`config.mk`:
```
export PLATFORM = sky130hd
export DESIGN_NAME = mem_port_arbiter
export DESIGN_NICKNAME = d
export VERILOG_FILES = /design/src/rtl/mem_port_arbiter.sv
export SDC_FILE = /design/constraint.sdc
export NUM_CORES = 1
export LEC_CHECK = 0
export BUFFER_PORTS_ARGS = -buffer_cell sky130_fd_sc_hd__buf_2
export CAP_MARGIN = 20
export CORE_ASPECT_RATIO = 0.8
export CORE_MARGIN = 2
export CORE_UTILIZATION = 42
export CTS_CLUSTER_DIAMETER = 50
export DETAILED_ROUTE_END_ITERATION = 10
export HOLD_SLACK_MARGIN = 0.08
export PLACE_DENSITY = 0.76
export SYNTH_ARGS = -nofsm -noshare
export SYNTH_HDL_FRONTEND = slang
export SYNTH_SLANG_ARGS = --single-unit
```
`constraint.sdc`:
```
create_clock -name clk -period 4.45 [get_ports clk]
set_input_delay 0.6675 -clock clk [delete_from_list [all_inputs] [get_ports clk]]
set_output_delay 0.6675 -clock clk [all_outputs]
set_load 0.01 [all_outputs]
```
`src/rtl/mem_port_arbiter.sv`:
```
// mem_port_arbiter: shares the single port of the on-chip fast memory
// between the instruction-fetch unit and the load/store unit. One request
// is latched at a time, the memory is driven for exactly one ACCESS cycle,
// and the winner receives registered read data with a one-cycle ack in RESP.
// Data has priority, capped by a streak counter so that fetch keeps making
// progress. Misaligned or out-of-range addresses are flagged and never write.
module mem_port_arbiter #(
  parameter int NUM_OF_BYTES = 1024,
  parameter int MAX_D_STREAK = 4
) (
  input  logic        clk,
  input  logic        reset,
  // instruction-fetch requester
  input  logic        i_req,
  input  logic [31:0] i_addr,
  output logic        i_ack,
  output logic [31:0] i_rdata,
  output logic        i_err,
  // load/store requester
  input  logic        d_req,
  input  logic        d_we,
  input  logic [31:0] d_addr,
  input  logic [31:0] d_wdata,
  output logic        d_ack,
  output logic [31:0] d_rdata,
  output logic        d_err,
  // memory port
  output logic [31:0] mem_address,
  output logic        mem_write_en,
  output logic [31:0] mem_write_data,
  input  logic [31:0] mem_read_data,
  // status
  output logic        busy
);

  localparam logic [31:0] LAST_ADDR_C  = 32'(NUM_OF_BYTES - 4);
  localparam logic [3:0]  MAX_STREAK_C = 4'(MAX_D_STREAK);

  typedef enum logic [1:0] {
    ST_IDLE   = 2'd0,
    ST_ACCESS = 2'd1,
    ST_RESP   = 2'd2
  } state_t;

  // Address legality: word aligned and inside the attached memory.
  function automatic logic addr_err_f(input logic [31:0] addr);
    addr_err_f = (addr[1:0] != 2'b00) || (addr > LAST_ADDR_C);
  endfunction

  state_t      state_r;
  state_t      state_nxt_s;
  logic [3:0]  streak_r;
  logic [3:0]  streak_nxt_s;
  logic        grant_d_s;
  logic        grant_i_s;
  logic [31:0] sel_addr_s;

  // Latched transaction (what the memory sees during ACCESS).
  logic [31:0] addr_r;
  logic        we_r;
  logic [31:0] wdata_r;
  logic        src_d_r;   // 1 = data requester won, 0 = fetch won
  logic        err_r;
  logic        mem_we_r;

  // State register and data-streak counter.
  always_ff @(posedge clk or posedge reset) begin
    if (reset) begin
      state_r  <= ST_IDLE;
      streak_r <= 4'd0;
    end else begin
      state_r  <= state_nxt_s;
      streak_r <= streak_nxt_s;
    end
  end

  // Next-state, arbitration and streak update; requests are looked at only in IDLE.
  always_comb begin
    state_nxt_s  = state_r;
    streak_nxt_s = streak_r;
    grant_d_s    = 1'b0;
    grant_i_s    = 1'b0;
    case (state_r)
      ST_IDLE: begin
        // Data wins unless fetch is waiting and the streak has hit its cap.
        if (d_req && (!i_req || (streak_r != MAX_STREAK_C))) begin
          grant_d_s = 1'b1;
        end else begin
          grant_d_s = 1'b0;
        end
        if (i_req && !grant_d_s) begin
          grant_i_s = 1'b1;
        end else begin
          grant_i_s = 1'b0;
        end
        if (grant_d_s || grant_i_s) begin
          state_nxt_s = ST_ACCESS;
        end else begin
          state_nxt_s = ST_IDLE;
        end
        // Streak counts data grants that made fetch wait; anything else resets it.
        if (grant_d_s && i_req) begin
          if (streak_r < MAX_STREAK_C) begin
            streak_nxt_s = streak_r + 4'd1;
          end else begin
            streak_nxt_s = streak_r;
          end
        end else if (grant_i_s || !i_req) begin
          streak_nxt_s = 4'd0;
        end else begin
          streak_nxt_s = streak_r;
        end
      end
      ST_ACCESS: begin
        state_nxt_s = ST_RESP;
      end
      ST_RESP: begin
        state_nxt_s = ST_IDLE;
      end
      default: begin
        state_nxt_s = ST_IDLE;
      end
    endcase
  end

  // Address of whichever requester is being granted this cycle.
  always_comb begin
    sel_addr_s = 32'h0000_0000;
    if (grant_d_s) begin
      sel_addr_s = d_addr;
    end else begin
      sel_addr_s = i_addr;
    end
  end

  // Latch the winning transaction at grant; write enable lives only for ACCESS.
  always_ff @(posedge clk or posedge reset) begin
    if (reset) begin
      addr_r   <= 32'h0000_0000;
      we_r     <= 1'b0;
      wdata_r  <= 32'h0000_0000;
      src_d_r  <= 1'b0;
      err_r    <= 1'b0;
      mem_we_r <= 1'b0;
    end else if (grant_d_s || grant_i_s) begin
      addr_r   <= sel_addr_s;
      we_r     <= grant_d_s & d_we;
      wdata_r  <= grant_d_s ? d_wdata : 32'h0000_0000;
      src_d_r  <= grant_d_s;
      err_r    <= addr_err_f(sel_addr_s);
      // Erroneous stores never reach the memory.
      mem_we_r <= grant_d_s & d_we & ~addr_err_f(sel_addr_s);
    end else begin
      mem_we_r <= 1'b0;
    end
  end

  // Capture read data at the end of ACCESS; stores and errors return zero.
  always_ff @(posedge clk or posedge reset) begin
    if (reset) begin
      i_rdata <= 32'h0000_0000;
      d_rdata <= 32'h0000_0000;
    end else if (state_r == ST_ACCESS) begin
      if (src_d_r) begin
        d_rdata <= (we_r || err_r) ? 32'h0000_0000 : mem_read_data;
      end else begin
        i_rdata <= err_r ? 32'h0000_0000 : mem_read_data;
      end
    end else begin
      i_rdata <= i_rdata;
      d_rdata <= d_rdata;
    end
  end

  // Ack/err pulses for the winner during RESP only.
  always_ff @(posedge clk or posedge reset) begin
    if (reset) begin
      i_ack <= 1'b0;
      d_ack <= 1'b0;
      i_err <= 1'b0;
      d_err <= 1'b0;
    end else begin
      i_ack <= (state_r == ST_ACCESS) && !src_d_r;
      d_ack <= (state_r == ST_ACCESS) &&  src_d_r;
      i_err <= (state_r == ST_ACCESS) && !src_d_r && err_r;
      d_err <= (state_r == ST_ACCESS) &&  src_d_r && err_r;
    end
  end

  assign mem_address    = addr_r;
  assign mem_write_data = wdata_r;
  assign mem_write_en   = mem_we_r;
  assign busy           = (state_r != ST_IDLE);

endmodule

```
==> reports/results.ini <==
[run_status]
outcome=completed

[yosys]
synth_edf_count=0
yosysMostFrequentCell=nand2_1
synthXorXnorAreaFrac_pct=0
async_reset_ff_share_pct=100
synth_top_family_by_area=compound AO/OA/AOI/OAI gates
yosysTopAreaCellShare_pct=61.2
ys_seq_elements=142
synth_top_area_cell=dfrtp_1
synth-simple-area-share_pct=14.4
ys_warn_count=0
ys_seq_area_share_pct=61.2
syn_area_per_cell_um2=10.4
synth_compound_area_share_pct=15.0
yosys.area_share.adder_pct=0.431
yosysUniqueCellTypes=31
synthTopCellsByArea=dfrtp_1 61%, nand2_1 11%, o21ai_0 5.9%
ys.flop_type=dfrtp_1
synthCells=557
syn_nets=692
synth.area.mux_share_pct=4.33
netlist_top_cells_count=167 x nand2_1, 142 x dfrtp_1, 68 x o21ai_0
syn-cell-area_um2=5810

[drt]
drt-total-wl_mm=15.5
drtPass1Iterations=4
drtIter0Drc=238
ant_nets=0
drc_errors=0
wl_per_cell_um=15.4
via_per_inst=4.95
num_vias=4971

[critical_path]
rr_worst_depth=6
path_cells=nor2_2 -> inv_1 -> buf_2
cp-endpoint=busy
endpoint_kind=output pin
slowest_stage=dfrtp_1
r2r-start=streak_r[0]
critical_path_class=register to output pin
worstPathArrival_ps=1370
cp_max_fo=7
rrSetupSlack_ps=2660
cpPeakStageDelay_ps=390
regToRegEndpoint=mem_address[5]
worstSetupStartpoint=state_r[0]
critical_path_depth=3
cpLargestDelayFamily=flip-flops
start_kind=register
critical_path_required_ps=3780
worst-path-buf-inv=2

[cts]
cts_tree=done
cts_resized=0
clkLatencyLatePin_ps=410
clock-sinks=142
cts_root_buf=clkbuf_16
cts_buffer_depth=2
hold_buffers=0
h-tree-depth=4
postCtsSetupRepairBufs=0
cts_buffers=17
clk_pin_slew_ps=60

[place]
gp_congestion=0.786
dp_hpwl_mm=11.2
io_buffers=266

[floorplan]
die_width_um=135
core_um2=13600
fp-row-count=38
die_area_um2=14800
die_h_um=109
io_pins=267
initial_core_util_pct=42.9

[sta]
skew_ps=8.59
tns_ps=0
period_share_pct=45.8
finalHoldViolations=0
rsz0062_at_grt=no
maxSlewViolCount=0
tightestPinTransition_ps=780
slew_headroom_pct=48.0
fmaxAchievable_ghz=0.490
period_needed_ps=2040
setup-violations-final=0

[global_route]
grt_overflow=0
grt_use_met1_pct=26.1
gr-usage-all-layers_pct=20.7
grt_max_degree=143
grt_pass1_vias=4648
use_met2_pct=34.8
gr-usage-met3_pct=5.81
grt_pass1_wl_mm=23.6
busiest_layer=met2
antenna_found_initial=0

[power_and_ir_drop]
power.leakage_uw=0.00419
p_per_area_nw_per_um2=716
irDropWorstVdd_mv=0.336
power.total_uw=5610

[final_layout]
drive_gt1_share_pct=38.4
antenna_cells=0
num-fill-cells=1207
layout.nets=947
syn_to_final_growth_pct=35.0

[worst_hold_path]
hold_path.class=primary input to asynchronous set/reset pin

[run]
max_cap_viol_count=0

## state kept, by name, summed over array words and instances (netlist names), 2 cells and up
signal / cells
d_rdata: 32
i_rdata: 32
mem_address: 32
mem_write_data: 32
state_r: 2
streak_r: 4
## final cells by class
class,count,area [µm²],area share [%]
clock buffers,19,443,5.65
clock inverters,13,154,1.96
inverters,9,37.5,0.479
multi-input cells,368,2000,25.5
flip-flops and latches,142,3550,45.3
well taps,180,225,2.87
repair buffers,274,1430,18.2
## where the power goes
part,internal [µW],total (µW),leakage [µW],switching (µW)
Sequential,1810,2090,0.00184,281
Clock,853,1420,0.000279,563
Combinational,828,2100,0.00207,1280
Total,3490,5610,0.00419,2120
## cell usage in the layout, fill, tap and decap left out, types with 2 or more instances in the layout
cell and count:
nor2_1 4, ha_1 2, bufinv_16 2, a21oi_1 2, nand4_1 2, o22ai_1 9
dfrtp_1 142, o21ai_1 30, nand2_1 166, inv_6 4, o21ai_0 68, inv_1 7
buf_12 3, clkinvlp_4 5, mux2i_1 24, a22o_1 33, nor2_2 2, nor4_1 13
nand3_1 2, buf_4 5, clkinv_4 2, buf_2 266, clkbuf_16 17
## per-stage QoR
step | cell area (µm²) | worst slack, ps | utilization (%) | hold slack (ps) | instances
6_report | 7840 | 2410 | 57.9 | 451 | 1005
3_5_place_dp | 7200 | 2380 | 53.2 | 465 | 971
5_1_grt | 7840 | 2340 | 57.9 | 457 | 1005
3_3_place_gp | 7200 | 2450 | 53.2 | 456 | 971
2_1_floorplan | 5810 | 2010 | - | 451 | 557
4_1_cts | 7800 | 2390 | 57.6 | 459 | 1003
## cells by family after synthesis
kind of cell / Yosys count
multiplexers: 25
buffers and inverters: 47
AO/OA/AOI/OAI: 145
adder cells (fa/ha/maj): 2
flip-flops: 142
AND/OR/NAND/NOR: 196
## worst min-delay path: cells and delay by family
| kind | cells | cell delay (ps) |
|---|---|---|
| buffers and inverters | 3 | 690 |
## worst min-delay path by stage
| stage | startpoint | cells past startpoint | slack, ps | endpoint |
|---|---|---|---|---|
| after floorplan | we_r | 2 | 450 | we_r |
| after global placement | i_rdata[16] | 2 | 460 | i_rdata[16] |
| after detailed placement | i_rdata[25] | 2 | 470 | i_rdata[25] |
| after CTS | d_wdata[24] | 2 | 460 | mem_write_data[24] |
| after global routing | d_wdata[24] | 2 | 460 | mem_write_data[24] |
| final | reset | 3 | 450 | i_rdata[29] |
## routing by layer
metal	wire (µm)	up-vias
met5	0	-
met4	261	0
met3	1050	15
met2	7570	192
met1	6590	2348
li1	-	2416
No activity file was read; power rests on OpenSTA's default activity.
